===== src/rtl/uart_rx_core.sv =====
// uart_rx_core: 8N1 UART receiver, LSB first. Two-flop synchroniser,
// single centre sample per bit, one-cycle valid / framing-error strobes.
module uart_rx_core #(
    parameter int CLK_FREQ     = 50000000,
    parameter int BAUD_RATE    = 9600,
    parameter int CLKS_PER_BIT = CLK_FREQ / BAUD_RATE
) (
    input  logic       clk,
    input  logic       rst_n,
    input  logic       Rx,
    output logic [7:0] rx_data,
    output logic       rx_valid,
    output logic       frame_err,
    output logic       busy
);

    localparam int            CW       = (CLKS_PER_BIT > 1) ? $clog2(CLKS_PER_BIT) : 1;
    localparam logic [CW-1:0] MID_CNT  = CW'((CLKS_PER_BIT - 1) / 2);
    localparam logic [CW-1:0] LAST_CNT = CW'(CLKS_PER_BIT - 1);

    typedef enum logic [2:0] {
        S_IDLE      = 3'd0,
        S_START     = 3'd1,
        S_DATA      = 3'd2,
        S_STOP      = 3'd3,
        S_WAIT_IDLE = 3'd4
    } state_t;

    state_t        r_state;
    state_t        w_state_nxt;
    logic          r_sync1;
    logic          r_sync2;
    logic [1:0]    r_fill;
    logic          r_armed;
    logic [CW-1:0] r_clk_cnt;
    logic [2:0]    r_bit_idx;
    logic [7:0]    r_shift;
    logic [7:0]    r_rx_data;
    logic          r_rx_valid;
    logic          r_frame_err;
    logic          r_busy;
    logic          w_rx_s;
    logic          w_mid_hit;
    logic          w_last_hit;

    assign w_rx_s     = r_sync2;
    assign w_mid_hit  = (r_clk_cnt == MID_CNT);
    assign w_last_hit = (r_clk_cnt == LAST_CNT);

    // Synchroniser; r_fill marks when rx_s reflects the line rather than the reset value.
    always_ff @(posedge clk) begin
        if (!rst_n) begin
            r_sync1 <= 1'b1;
            r_sync2 <= 1'b1;
            r_fill  <= 2'b00;
            r_armed <= 1'b0;
        end else begin
            r_sync1 <= Rx;
            r_sync2 <= r_sync1;
            r_fill  <= {r_fill[0], 1'b1};
            if ((r_state == S_IDLE) && r_fill[1] && w_rx_s) begin
                r_armed <= 1'b1;
            end
        end
    end

    // FSM state register.
    always_ff @(posedge clk) begin
        if (!rst_n) begin
            r_state <= S_IDLE;
        end else begin
            r_state <= w_state_nxt;
        end
    end

    // FSM next-state decode.
    always_comb begin
        w_state_nxt = r_state;
        case (r_state)
            S_IDLE: begin
                if (r_armed && !w_rx_s) begin
                    w_state_nxt = S_START;
                end else begin
                    w_state_nxt = S_IDLE;
                end
            end
            S_START: begin
                if (w_mid_hit) begin
                    w_state_nxt = w_rx_s ? S_IDLE : S_DATA;
                end else begin
                    w_state_nxt = S_START;
                end
            end
            S_DATA: begin
                if (w_last_hit && (r_bit_idx == 3'd7)) begin
                    w_state_nxt = S_STOP;
                end else begin
                    w_state_nxt = S_DATA;
                end
            end
            S_STOP: begin
                if (w_last_hit) begin
                    w_state_nxt = w_rx_s ? S_IDLE : S_WAIT_IDLE;
                end else begin
                    w_state_nxt = S_STOP;
                end
            end
            S_WAIT_IDLE: begin
                if (w_rx_s) begin
                    w_state_nxt = S_IDLE;
                end else begin
                    w_state_nxt = S_WAIT_IDLE;
                end
            end
            default: begin
                w_state_nxt = S_IDLE;
            end
        endcase
    end

    // Baud counter: restarts on every state change, wraps once per bit in DATA.
    always_ff @(posedge clk) begin
        if (!rst_n) begin
            r_clk_cnt <= '0;
        end else if (w_state_nxt != r_state) begin
            r_clk_cnt <= '0;
        end else if ((r_state == S_START) || (r_state == S_DATA) || (r_state == S_STOP)) begin
            if (w_last_hit) begin
                r_clk_cnt <= '0;
            end else begin
                r_clk_cnt <= r_clk_cnt + {{(CW-1){1'b0}}, 1'b1};
            end
        end else begin
            r_clk_cnt <= '0;
        end
    end

    // Data bit capture, LSB first.
    always_ff @(posedge clk) begin
        if (!rst_n) begin
            r_bit_idx <= 3'd0;
            r_shift   <= 8'h00;
        end else if ((r_state == S_START) && w_mid_hit) begin
            r_bit_idx <= 3'd0;
        end else if ((r_state == S_DATA) && w_last_hit) begin
            r_shift[r_bit_idx] <= w_rx_s;
            r_bit_idx          <= r_bit_idx + 3'd1;
        end
    end

    // Registered outputs; the stop-bit sample decides between valid and framing error.
    always_ff @(posedge clk) begin
        if (!rst_n) begin
            r_rx_data   <= 8'h00;
            r_rx_valid  <= 1'b0;
            r_frame_err <= 1'b0;
            r_busy      <= 1'b0;
        end else begin
            r_rx_valid  <= 1'b0;
            r_frame_err <= 1'b0;
            r_busy      <= (w_state_nxt != S_IDLE);
            if ((r_state == S_STOP) && w_last_hit) begin
                if (w_rx_s) begin
                    r_rx_data  <= r_shift;
                    r_rx_valid <= 1'b1;
                end else begin
                    r_frame_err <= 1'b1;
                end
            end
        end
    end

    assign rx_data   = r_rx_data;
    assign rx_valid  = r_rx_valid;
    assign frame_err = r_frame_err;
    assign busy      = r_busy;

endmodule


===== config.mk =====
export PLATFORM = sky130hd
export DESIGN_NAME = uart_rx_core
export DESIGN_NICKNAME = d
export VERILOG_FILES = /design/src/rtl/uart_rx_core.sv
export SDC_FILE = /design/constraint.sdc
export NUM_CORES = 1
export LEC_CHECK = 0
export ABC_AREA = 1
export CAP_MARGIN = 20
export CORE_MARGIN = 10
export CORE_UTILIZATION = 58
export DETAILED_ROUTE_END_ITERATION = 8
export PLACE_DENSITY = 0.81
export SYNTH_ARGS = -nofsm -noshare
export SYNTH_HDL_FRONTEND = slang
export SYNTH_SLANG_ARGS = --single-unit

===== constraint.sdc =====
create_clock -name clk -period 2.1 [get_ports clk]
set_input_delay 0.42 -clock clk [delete_from_list [all_inputs] [get_ports clk]]
set_output_delay 0.42 -clock clk [all_outputs]
set_load 0.03 [all_outputs]

=== Word level (Yosys, flattened, before mapping) ===
Cells that the tools add are included.

* Bits of input ports: 3
* Word-level logic and storage cells: 59
* Register bits after elaboration: 43
* Memory bits (writable): 0
* Output and inout bits: 11
* Memories kept: 0
* Bits in latches: 0
* ROM bits: 0

* $lt $le $gt $ge: 2
* Reductions and logical operators: 18
* Equality and inequality tests: 8
* Bitwise operators: 3
* Shift operators: 0
* Multiply operators: 0
* Add/sub/neg operators: 2
* Multiplexer cells: 13
* Divide/modulo/power cells: 0

{| class="wikitable"
|+ Operator list
! kind !! number
|-
| 3-bit one-hot mux with 5 select lines || 1
|-
| 13-bit by 1-bit adder with 13-bit output, second input constant || 1
|-
| 13-bit by 12-bit == test with 1-bit output, second input constant || 1
|-
| 13-bit == test, second input constant || 1
|-
| 8-bit bitwise mux || 1
|-
| 1-bit logical AND || 8
|-
| 3-bit by 2-bit == test with 1-bit output, second input constant || 2
|-
| 3-bit == test, second input constant || 2
|-
| 1-bit two-way mux || 6
|-
| 3-bit two-way mux || 2
|-
| 2-bit AND reduction || 3
|-
| 3-bit by 4-bit < comparator with 1-bit output, second input constant || 1
|-
| 2-bit two-way mux || 2
|-
| 4-bit OR reduction || 1
|-
| 3-bit by 1-bit adder with 3-bit output, second input constant || 1
|-
| 1-bit demux with 3-bit select || 1
|-
| 3-bit by 1-bit == test with 1-bit output, second input constant || 1
|-
| 3-bit by 1-bit greater-or-equal comparator with 1-bit output, second input constant || 1
|-
| 3-bit logical NOT || 1
|-
| 3-bit != test || 1
|-
| 1-bit NOT || 3
|-
| 3-bit nonzero test || 1
|-
| 1-bit logical OR || 2
|-
| 2-bit OR reduction || 1
|-
| 1-bit logical NOT || 1
|}

=== Longest topological paths before layout ===
Gate-level depths: netlist of the first run.

* Depth after elaboration: 6
* Mapped depth: 11
* Mapped depth without buffers: 11

=== Worst setup path before layout of the first run ===
OpenSTA, ideal clock, no wires.

* Kind: reg2reg
* Start point: reg r_clk_cnt[0]
* End point: reg r_clk_cnt[10]
* Arrival time: 1.403 ns
* Stages on the path, launching flop included: 8
* Buffers on the path: 0
* Setup time: 0.116 ns
* Slack: 0.581 ns
* Cells stage by stage: dfxtp_1 -> ha_1 -> nand2_2 -> nor3_1 -> nand3_1 -> nor2_1 -> xor2_1 -> nor2_2

* Longest elaborated chain between the ends: 6
* Elaborated cells between the ends (all ways): 10

{| class="wikitable"
|+ Ends and longest elaborated chain
! what !! line !! source
|-
| start, declared || 35 || <nowiki>logic [CW-1:0] r_clk_cnt;</nowiki>
|-
| start signal, assigned || 131 || <nowiki>r_clk_cnt <= r_clk_cnt + {{(CW-1){1'b0}}, 1'b1};</nowiki>
|-
| 13-bit == test || 48 || <nowiki>assign w_last_hit = (r_clk_cnt == LAST_CNT);</nowiki>
|-
| 1-bit logical AND || 95 || <nowiki>if (w_last_hit && (r_bit_idx == 3'd7)) begin</nowiki>
|-
| 1-bit two-way mux || 95 ||
|-
| 3-bit one-hot mux with 5 select lines || 79 || <nowiki>case (r_state)</nowiki>
|-
| 3-bit != test || 125 || <nowiki>end else if (w_state_nxt != r_state) begin</nowiki>
|-
| 4-bit OR reduction (no line) || -- ||
|}

Several ways; a longest one is shown, not always the timed one.
A chain may end at the register's enable or synchronous reset.

=== Final worst setup path of the first run ===
* Start point: reg r_clk_cnt[0]
* End point: reg r_clk_cnt[1]

Same word-level chain as after synthesis.

==> results of run 1 <==
[final timing paths]
kind	startpoint	endpoint	slack, ps	depth (start not counted)
setup / recovery	r_clk_cnt[0]$_SDFF_PP0_	r_clk_cnt[1]$_SDFF_PP0_	300	8
hold / removal	r_sync1$_SDFF_PN1_	r_sync2$_SDFF_PN1_	420	1
setup reg to reg	r_clk_cnt[0]$_SDFF_PP0_	r_clk_cnt[1]$_SDFF_PP0_	300	8
hold reg to reg	r_sync1$_SDFF_PN1_	r_sync2$_SDFF_PN1_	420	1
[critical path: stages, from the launching register on]
cell	delay, ps
dfxtp_1	360
ha_1	260
nand2_1	70
nor2_1	140
nand3_1	90
a21oi_1	220
nand4_1	130
nand2_2	340
nor2_1	70
[cell usage after synthesis, drive strengths merged]
cell,instances,area (um2)
o21bai,4,30.0
clkinv,1,3.75
xor2,10,87.6
nor3,15,85.1
ha,3,37.5
nand2,47,201
inv,38,143
o21ai,4,20.0
buf,5,43.8
xnor2,1,8.76
a21oi,5,25.0
a211oi,8,100
clkbuf,2,7.51
or2,3,18.8
a31oi,1,6.26
nand4,10,92.6
nand3,14,70.1
nor2,64,313
dfxtp,43,861
[stage by stage]
stage,std cells,setup slack (ps)
after floorplan,278,581
after global placement,335,305
after detailed placement,335,277
after CTS,343,280
after global routing,343,132
final,343,297
[layout make-up]
class / count / area, um2 / share of cell area
Multi-Input combinational cell: 189 / 1100 / 0.451
Sequential cell: 43 / 861 / 0.354
Timing Repair Buffer: 16 / 153 / 0.0629
Inverter: 39 / 146 / 0.0603
Clock buffer: 5 / 68.8 / 0.0283
Tap cell: 48 / 60.1 / 0.0247
Clock inverter: 3 / 43.8 / 0.0180
[state kept, by name (all words and copies together) (netlist names), 2 cells and up]
register   count
r_fill         2
r_shift        8
r_bit_idx      3
r_state        3
rx_data        8
r_clk_cnt     13
[routing by layer]
layer,vias up,part of all wire
li1,916,-
met1,757,0.48
met2,32,0.43
met3,7,0.070
met4,0,0.019
met5,-,0
[kinds of logic (layout without fill, tap and decap cells)]
group,after synthesis,count (layout),share of synthesized area
fa+ha+maj,3,3,0.0174
buf+inv,46,63,0.0917
compound gates,22,22,0.0842
flops,43,43,0.400
simple gates,153,153,0.362
xor+xnor,11,11,0.0447
[where the power goes]
| part | switching (mW) | internal, mW | total, mW |
|---|---|---|---|
| clock | 0.289 | 0.354 | 0.643 |
| sequential | 0.00219 | 0.821 | 0.823 |
| combinational | 0.0222 | 0.0130 | 0.0352 |
==> impl_metrics.yaml, run 1 <==
outcome:
  outcome: "finished clean"
setup_path:
  cp_data_required_time_ps: 2280
  worstSetupPathType: "reg -> reg"
  crit_path_start_kind: "flop"
  worstPathArrival_ps: 1990
  crit_path_end_kind: "flop"
  path_max_fanout: 13
power:
  power_density_nw_per_um2: 618
  p_leak_nw: 0.921
  finalPower_mw: 1.50
  vdd_drop_max_v: 0.000417
global_route:
  use_met3: 0.0408
  grt_pass1_wl_mm: 6.60
  grt_pass1_vias: 1533
  grt_start_max_net_pins: 21
  busiest_layer: "met2"
  grt.met1_usage: 0.156
  grtUsageMet2: 0.195
  grt_use_total: 0.127
  overflow: 0
  antenna_found_initial: 0
clock_network:
  ctsHoldBuffers: 0
  ctsHtreeMaxLevel: 2
  clk_latency_ps: 300
  cts_resized: 0
  cts_tree: "built"
  clock-root-buffer: "clkbuf_8"
  cts_post_setup_buffers_inserted: 0
  cts_buffer_depth: 2
  clkTransAtPathRegs_ps: 80
  cts.sinks: 43
  cts_made_buffers: 5
final_layout:
  utilization: 0.668
  fin_area_um2: 2430
  nets: 300
  area_growth_pct: 12.7
  n_antenna_cell: 0
  final_cell_mix: "nor2_1, dfxtp_1, nand2_1"
  n_fill_cell: 313
  drive_above_1_share: 0.176
  final_common_cell: "nor2_1"
routing:
  antenna_left: 0
  via_per_inst: 4.99
  drtIter0Drc: 114
  num_vias: 1712
  wl_per_cell_um: 11.2
  drcViolationCount: 0
  wl_mm: 3.85
  firstDrtPassIters: 4
logic_synthesis:
  synth_seq_cells: 43
  synth_cells: 278
  avgSynthCellArea_um2: 7.75
  synth_area_um2: 2150
  yosys_warnings: 0
  syn_nets: 284
  synth.distinct_cells: 28
  yosysSeqAreaShare: 0.400
sta:
  setup_viol_count_final: 0
  maxSlewViolCount: 0
  hold_slack_ps: 420
  timing.final.crit_share: 0.858
  setup_tns_ps: 0
  maxSlewHeadroom: 0.720
  rsz0062_at_grt: "false"
  hold_violations: 0
  tightest_slew_ps: 418
  fmax_ghz: 0.555
  skew_ps: 5.40
  fin_crit_ps: 1800
floorplanning:
  die_area_um2: 6550
  pin_count: 14
  core-area_um2: 3630
  core.rowCount: 22
  die_h_um: 81.0
  die_x_um: 81.0
  start_util: 0.593
place:
  io_buffers: 13
  post_dp_cell_area_um2: 2320
  place_congestion: 0.894
  hpwl_mm: 2.88
worst_hold_path:
  hold_path_class: "reg -> reg"
job:
  drv_cap: 0
Power figures use the tool's default switching activity.
==> run 2: changes to the inputs <==
--- a/config.mk
+++ b/config.mk
@@ -8,9 +8,9 @@
 export ABC_AREA = 1
 export CAP_MARGIN = 20
 export CORE_MARGIN = 10
-export CORE_UTILIZATION = 58
+export CORE_UTILIZATION = 40
 export DETAILED_ROUTE_END_ITERATION = 8
-export PLACE_DENSITY = 0.81
+export PLACE_DENSITY = 0.61
 export SYNTH_ARGS = -nofsm -noshare
 export SYNTH_HDL_FRONTEND = slang
 export SYNTH_SLANG_ARGS = --single-unit
==> constraint.sdc (replaced) <==
create_clock -name clk -period 2.1 [get_ports clk]
set_input_delay 0.21 -clock clk [delete_from_list [all_inputs] [get_ports clk]]
set_output_delay 0.21 -clock clk [all_outputs]
set_load 0.03 [all_outputs]
==> run 2 against run 1 <==
- sequential share of layout area did not move
- power fell by 8.8%
- fmax grew 1.7%
- via count fell by 1.6%
- first-iteration DRC count grew 6.1%
- critical path type unchanged
- largest power group unchanged
==> impl_metrics.yaml, run 2 (same netlist as run 1, synthesis figures left out) <==
outcome:
  outcome: "finished clean"
sta:
  skew_ps: 8.45
  maxSlewViolCount: 0
  fin_crit_ps: 1770
  rsz0062_at_grt: "false"
  hold_violations: 0
  setup_tns_ps: 0
  maxSlewHeadroom: 0.694
  tightest_slew_ps: 456
  fmax_ghz: 0.564
  setup_viol_count_final: 0
  timing.final.crit_share: 0.844
power:
  seq_power_share: 0.601
  power_density_nw_per_um2: 564
  pwr-share-clk: 0.373
  sw_frac_of_total: 0.222
  p_switching_mw: 0.304
  p_leak_nw: 0.904
  combPwrFrac: 0.026
  p_int_mw: 1.07
  finalPower_mw: 1.37
  vdd_drop_max_v: 0.000319
setup_path:
  crit_path_end_kind: "flop"
  crit_path_frequent_cell: "nand2_2"
  crit_end: "r_clk_cnt[0]$_SDFF_PP0_"
  worstSetupPathType: "reg -> reg"
  path_max_fanout: 13
  cp.depth: 8
  max_stage_delay_ps: 350
  path_buf_inv: 0
  r2r_start: "r_clk_cnt[0]$_SDFF_PP0_"
  crit_start: "r_clk_cnt[0]$_SDFF_PP0_"
  crit_family: "simple AND/OR/NAND/NOR gates"
  worstPathArrival_ps: 1950
  cp_data_required_time_ps: 2270
  r2r_end: "r_clk_cnt[0]$_SDFF_PP0_"
  crit_path_start_kind: "flop"
  rrSetupSlack_ps: 330
  worst-r2r-cell-count: 8
  slowest_stage: "dfxtp_1"
  crit_chain: "ha_1, nand2_2, nor2_1, nand3_1, nand2_2, nand4_1, nand2_2, nor2_1"
routing:
  antenna_left: 0
  num_vias: 1684
  drcViolationCount: 0
  drtIter0Drc: 121
  wl_per_cell_um: 11.0
  wl_mm: 4.01
  via_per_inst: 4.61
  firstDrtPassIters: 4
floorplanning:
  die_h_um: 93.4
  die_x_um: 93.4
  die_area_um2: 8720
  core-area_um2: 5170
  start_util: 0.417
  pin_count: 14
  core.rowCount: 26
clock_network:
  cts_buffer_depth: 2
  clk_latency_ps: 300
  ctsHoldBuffers: 0
  ctsHtreeMaxLevel: 2
  cts_tree: "built"
  clkTransAtPathRegs_ps: 80
  cts_resized: 0
  clock-root-buffer: "clkbuf_8"
  cts.sinks: 43
  cts_made_buffers: 5
  cts_post_setup_buffers_inserted: 0
global_route:
  antenna_found_initial: 0
  grt_pass1_vias: 1587
  grt_use_total: 0.103
  grt_pass1_wl_mm: 7.25
  overflow: 0
  grt_start_max_net_pins: 21
final_layout:
  largest_reg_flops: 13
  nets: 300
  area_growth_pct: 12.7
  drive_above_1_share: 0.173
  n_antenna_cell: 0
  largest_register: "r_clk_cnt"
  final_common_cell: "nor2_1"
  final_cell_mix: "nor2_1, dfxtp_1, nand2_1"
worst_hold_path:
  hold_path_class: "reg -> reg"
place:
  hpwl_mm: 3.00
  place_congestion: 0.877
  io_buffers: 13
job:
  drv_cap: 0
## run 2: cell types whose count changed in the layout (fill, tap and decap cells not counted), sizes merged
cell	change
bufinv	-1
clkbuf	+1
clkinv	-1
clkinvlp	+1
## run 2: power by group through the flow
| stage | sequential [mW] | clock, mW | combinational [mW] |
|---|---|---|---|
| 2_1_floorplan | 0.842 | 0 | 0.0229 |
| 3_3_place_gp | 0.842 | 0 | 0.0365 |
| 3_5_place_dp | 0.842 | 0 | 0.0362 |
| 4_1_cts | 0.823 | 0.533 | 0.0362 |
| 5_1_grt | 0.823 | 0.568 | 0.0400 |
| 6_report | 0.823 | 0.511 | 0.0357 |
## run 2: stage by stage
stage	hold slack, ps	instances	cell area [um2]	utilization	worst slack, ps
3_3_place_gp	398	357	2340	0.453	375
6_report	423	365	2430	0.470	327
2_1_floorplan	238	278	2150	-	581
4_1_cts	425	365	2430	0.470	302
3_5_place_dp	406	357	2340	0.453	314
5_1_grt	430	365	2430	0.470	129
## run 2: worst min-delay path by stage
| stage | startpoint | cells past startpoint | slack, ps | end |
|---|---|---|---|---|
| floorplan | rst_n | 0 | 240 | r_fill[0]$_DFF_P_ |
| global placement | r_fill[0]$_DFF_P_ | 2 | 400 | r_fill[1]$_SDFF_PN0_ |
| detailed placement | r_fill[0]$_DFF_P_ | 2 | 410 | r_fill[1]$_SDFF_PN0_ |
| CTS | r_fill[0]$_DFF_P_ | 2 | 430 | r_fill[1]$_SDFF_PN0_ |
| global route | r_fill[0]$_DFF_P_ | 2 | 430 | r_fill[1]$_SDFF_PN0_ |
| finish | r_sync1$_SDFF_PN1_ | 1 | 420 | r_sync2$_SDFF_PN1_ |
## run 2: layer usage
| metal | wire (um) | up-vias | part of all wire | global-route usage |
|---|---|---|---|---|
| li1 | - | 915 | - | - |
| met1 | 2030 | 739 | 0.51 | 0.132 |
| met2 | 1730 | 25 | 0.43 | 0.151 |
| met3 | 174 | 5 | 0.043 | 0.0352 |
| met4 | 72 | 0 | 0.018 | 0.0476 |
| met5 | 0 | - | 0 | 0 |
## run 2: final cells by class
type	instances	area [um2]
clock buffer	6	72.6
clock inverter	2	12.5
fill	509	2740
inverter	39	146
multi-input combinational	189	1100
sequential	43	861
tap	70	87.6
timing repair buffer	16	153
==> run 3: changes to the inputs <==
==> constraint.sdc (replaced) <==
create_clock -name clk -period 1.82 [get_ports clk]
set_input_delay 0.182 -clock clk [delete_from_list [all_inputs] [get_ports clk]]
set_output_delay 0.182 -clock clk [all_outputs]
set_load 0.03 [all_outputs]
==> run 3 against run 2 <==
- wire length is 1.3% higher
- sequential share of layout area is 1.0 points lower
- critical endpoint is now r_shift[5]$_SDFFE_PN0P_
- via count is 3.3% higher
- core utilization is 1.4 points higher
- clock skew is 5.2 ps lower
==> impl_metrics.yaml, run 3 (same netlist as run 1, synthesis figures left out) <==
setup_path:
  worstSetupPathType: "reg -> reg"
  slowest_stage: "dfxtp_1"
  worstPathArrival_ps: 1830
  path_max_fanout: 5
  cp_data_required_time_ps: 2010
  crit_path_start_kind: "flop"
  crit_path_frequent_cell: "nand2_2"
  max_stage_delay_ps: 360
  crit_path_end_kind: "flop"
  crit_chain: "ha_2, nand2_2, clkinv_1, nand2_2, nor2_8, nand2_2, nor2_2, nand2_2, nor3_1, nor2_1"
clock_network:
  cts_tree: "built"
  cts.sinks: 43
  cts_buffer_depth: 2
  ctsHtreeMaxLevel: 2
  clock-root-buffer: "clkbuf_8"
  cts_made_buffers: 5
  clk_latency_ps: 290
  ctsHoldBuffers: 0
  clkTransAtPathRegs_ps: 80
routing:
  wl_mm: 4.06
  antenna_left: 0
  drtIter0Drc: 80
  wl_per_cell_um: 11.0
  drcViolationCount: 0
  via_per_inst: 4.72
  firstDrtPassIters: 4
  num_vias: 1740
sta:
  maxSlewViolCount: 0
  fmax_ghz: 0.608
  setup_tns_ps: 0
  hold_slack_ps: 417
  timing.final.crit_share: 0.903
  maxSlewHeadroom: 0.744
  rsz0062_at_grt: "false"
  skew_ps: 3.25
  setup_viol_count_final: 0
  fin_crit_ps: 1640
  tightest_slew_ps: 382
  hold_violations: 0
power:
  power_density_nw_per_um2: 629
  vdd_drop_max_v: 0.000367
  p_leak_nw: 0.935
place:
  place_congestion: 0.873
  io_buffers: 13
  hpwl_mm: 3.02
final_layout:
  final_cell_mix: "nor2_1, dfxtp_1, nand2_1"
  n_antenna_cell: 0
  final_common_cell: "nor2_1"
  largest_register: "r_clk_cnt"
  area_growth_pct: 16.1
  utilization: 0.484
  drive_above_1_share: 0.201
  n_fill_cell: 528
  largest_reg_flops: 13
  nets: 304
outcome:
  outcome: "finished clean"
job:
  drv_cap: 0
global_route:
  grt_start_max_net_pins: 21
  overflow: 0
  grt_pass1_vias: 1645
  grt_pass1_wl_mm: 7.38
  antenna_found_initial: 0
  grt_use_total: 0.102
floorplanning:
  core-area_um2: 5170
  start_util: 0.417
  pin_count: 14
  die_x_um: 93.4
  core.rowCount: 26
  die_h_um: 93.4
  die_area_um2: 8720
worst_hold_path:
  hold_path_class: "reg -> reg"
==> run 3: metal layers <==
metal  up-vias  wire, um  GRT usage
met4         0        77     0.0553
met1       771      2070      0.139
met5         -         0          0
met2        38      1690      0.140
li1        923         -          -
met3         8       229     0.0296
==> run 3: layout make-up <==
| class | count | area (um2) | share of cell area |
|---|---|---|---|
| Inverter | 39 | 146 | 0.0585 |
| Multi-Input combinational cell | 189 | 1110 | 0.446 |
| Timing Repair Buffer | 20 | 208 | 0.0830 |
| Sequential cell | 43 | 861 | 0.344 |
| Clock inverter | 2 | 12.5 | 0.00500 |
| Tap cell | 70 | 87.6 | 0.0350 |
| Clock buffer | 6 | 72.6 | 0.0290 |
==> run 3: power by group <==
group	internal [mW]	leakage (nW)	switching, mW
Combinational	0.0161	0.546	0.0259
Clock	0.268	0.0412	0.314
Sequential	0.947	0.348	0.00264
Total	1.23	0.935	0.343
==> run 3: metrics by stage <==
step	total power, mW	setup slack [ps]	area, um2	instances
floorplan	0.999	301	2150	278
detailed placement	1.01	117	2380	360
global route	1.65	4.34	2500	369
finish	1.57	176	2500	369
CTS	1.61	97.4	2460	368
global placement	1.01	139	2380	360
==> run 3: worst max-delay path, delay by kind of cell, from the launching register on <==
family / cells / cell delay, ps
flops: 1 / 360
simple gates: 8 / 860
fa+ha+maj: 1 / 250
buf+inv: 1 / 70
==> run 3: path summary, 6_finish.rpt <==
path,startpoint,endpoint,slack (ps),cells after the start
setup / recovery,r_clk_cnt[0]$_SDFF_PP0_,r_shift[5]$_SDFFE_PN0P_,180,10
hold / removal,r_sync1$_SDFF_PN1_,r_sync2$_SDFF_PN1_,420,1
setup reg to reg,r_clk_cnt[0]$_SDFF_PP0_,r_shift[5]$_SDFFE_PN0P_,180,10
hold reg to reg,r_sync1$_SDFF_PN1_,r_sync2$_SDFF_PN1_,420,1
==> run 3: repair_timing <==
item,CTS,global route
gates resized for setup,0,5
endpoints found under the setup margin,0,26
buffers inserted,0,1
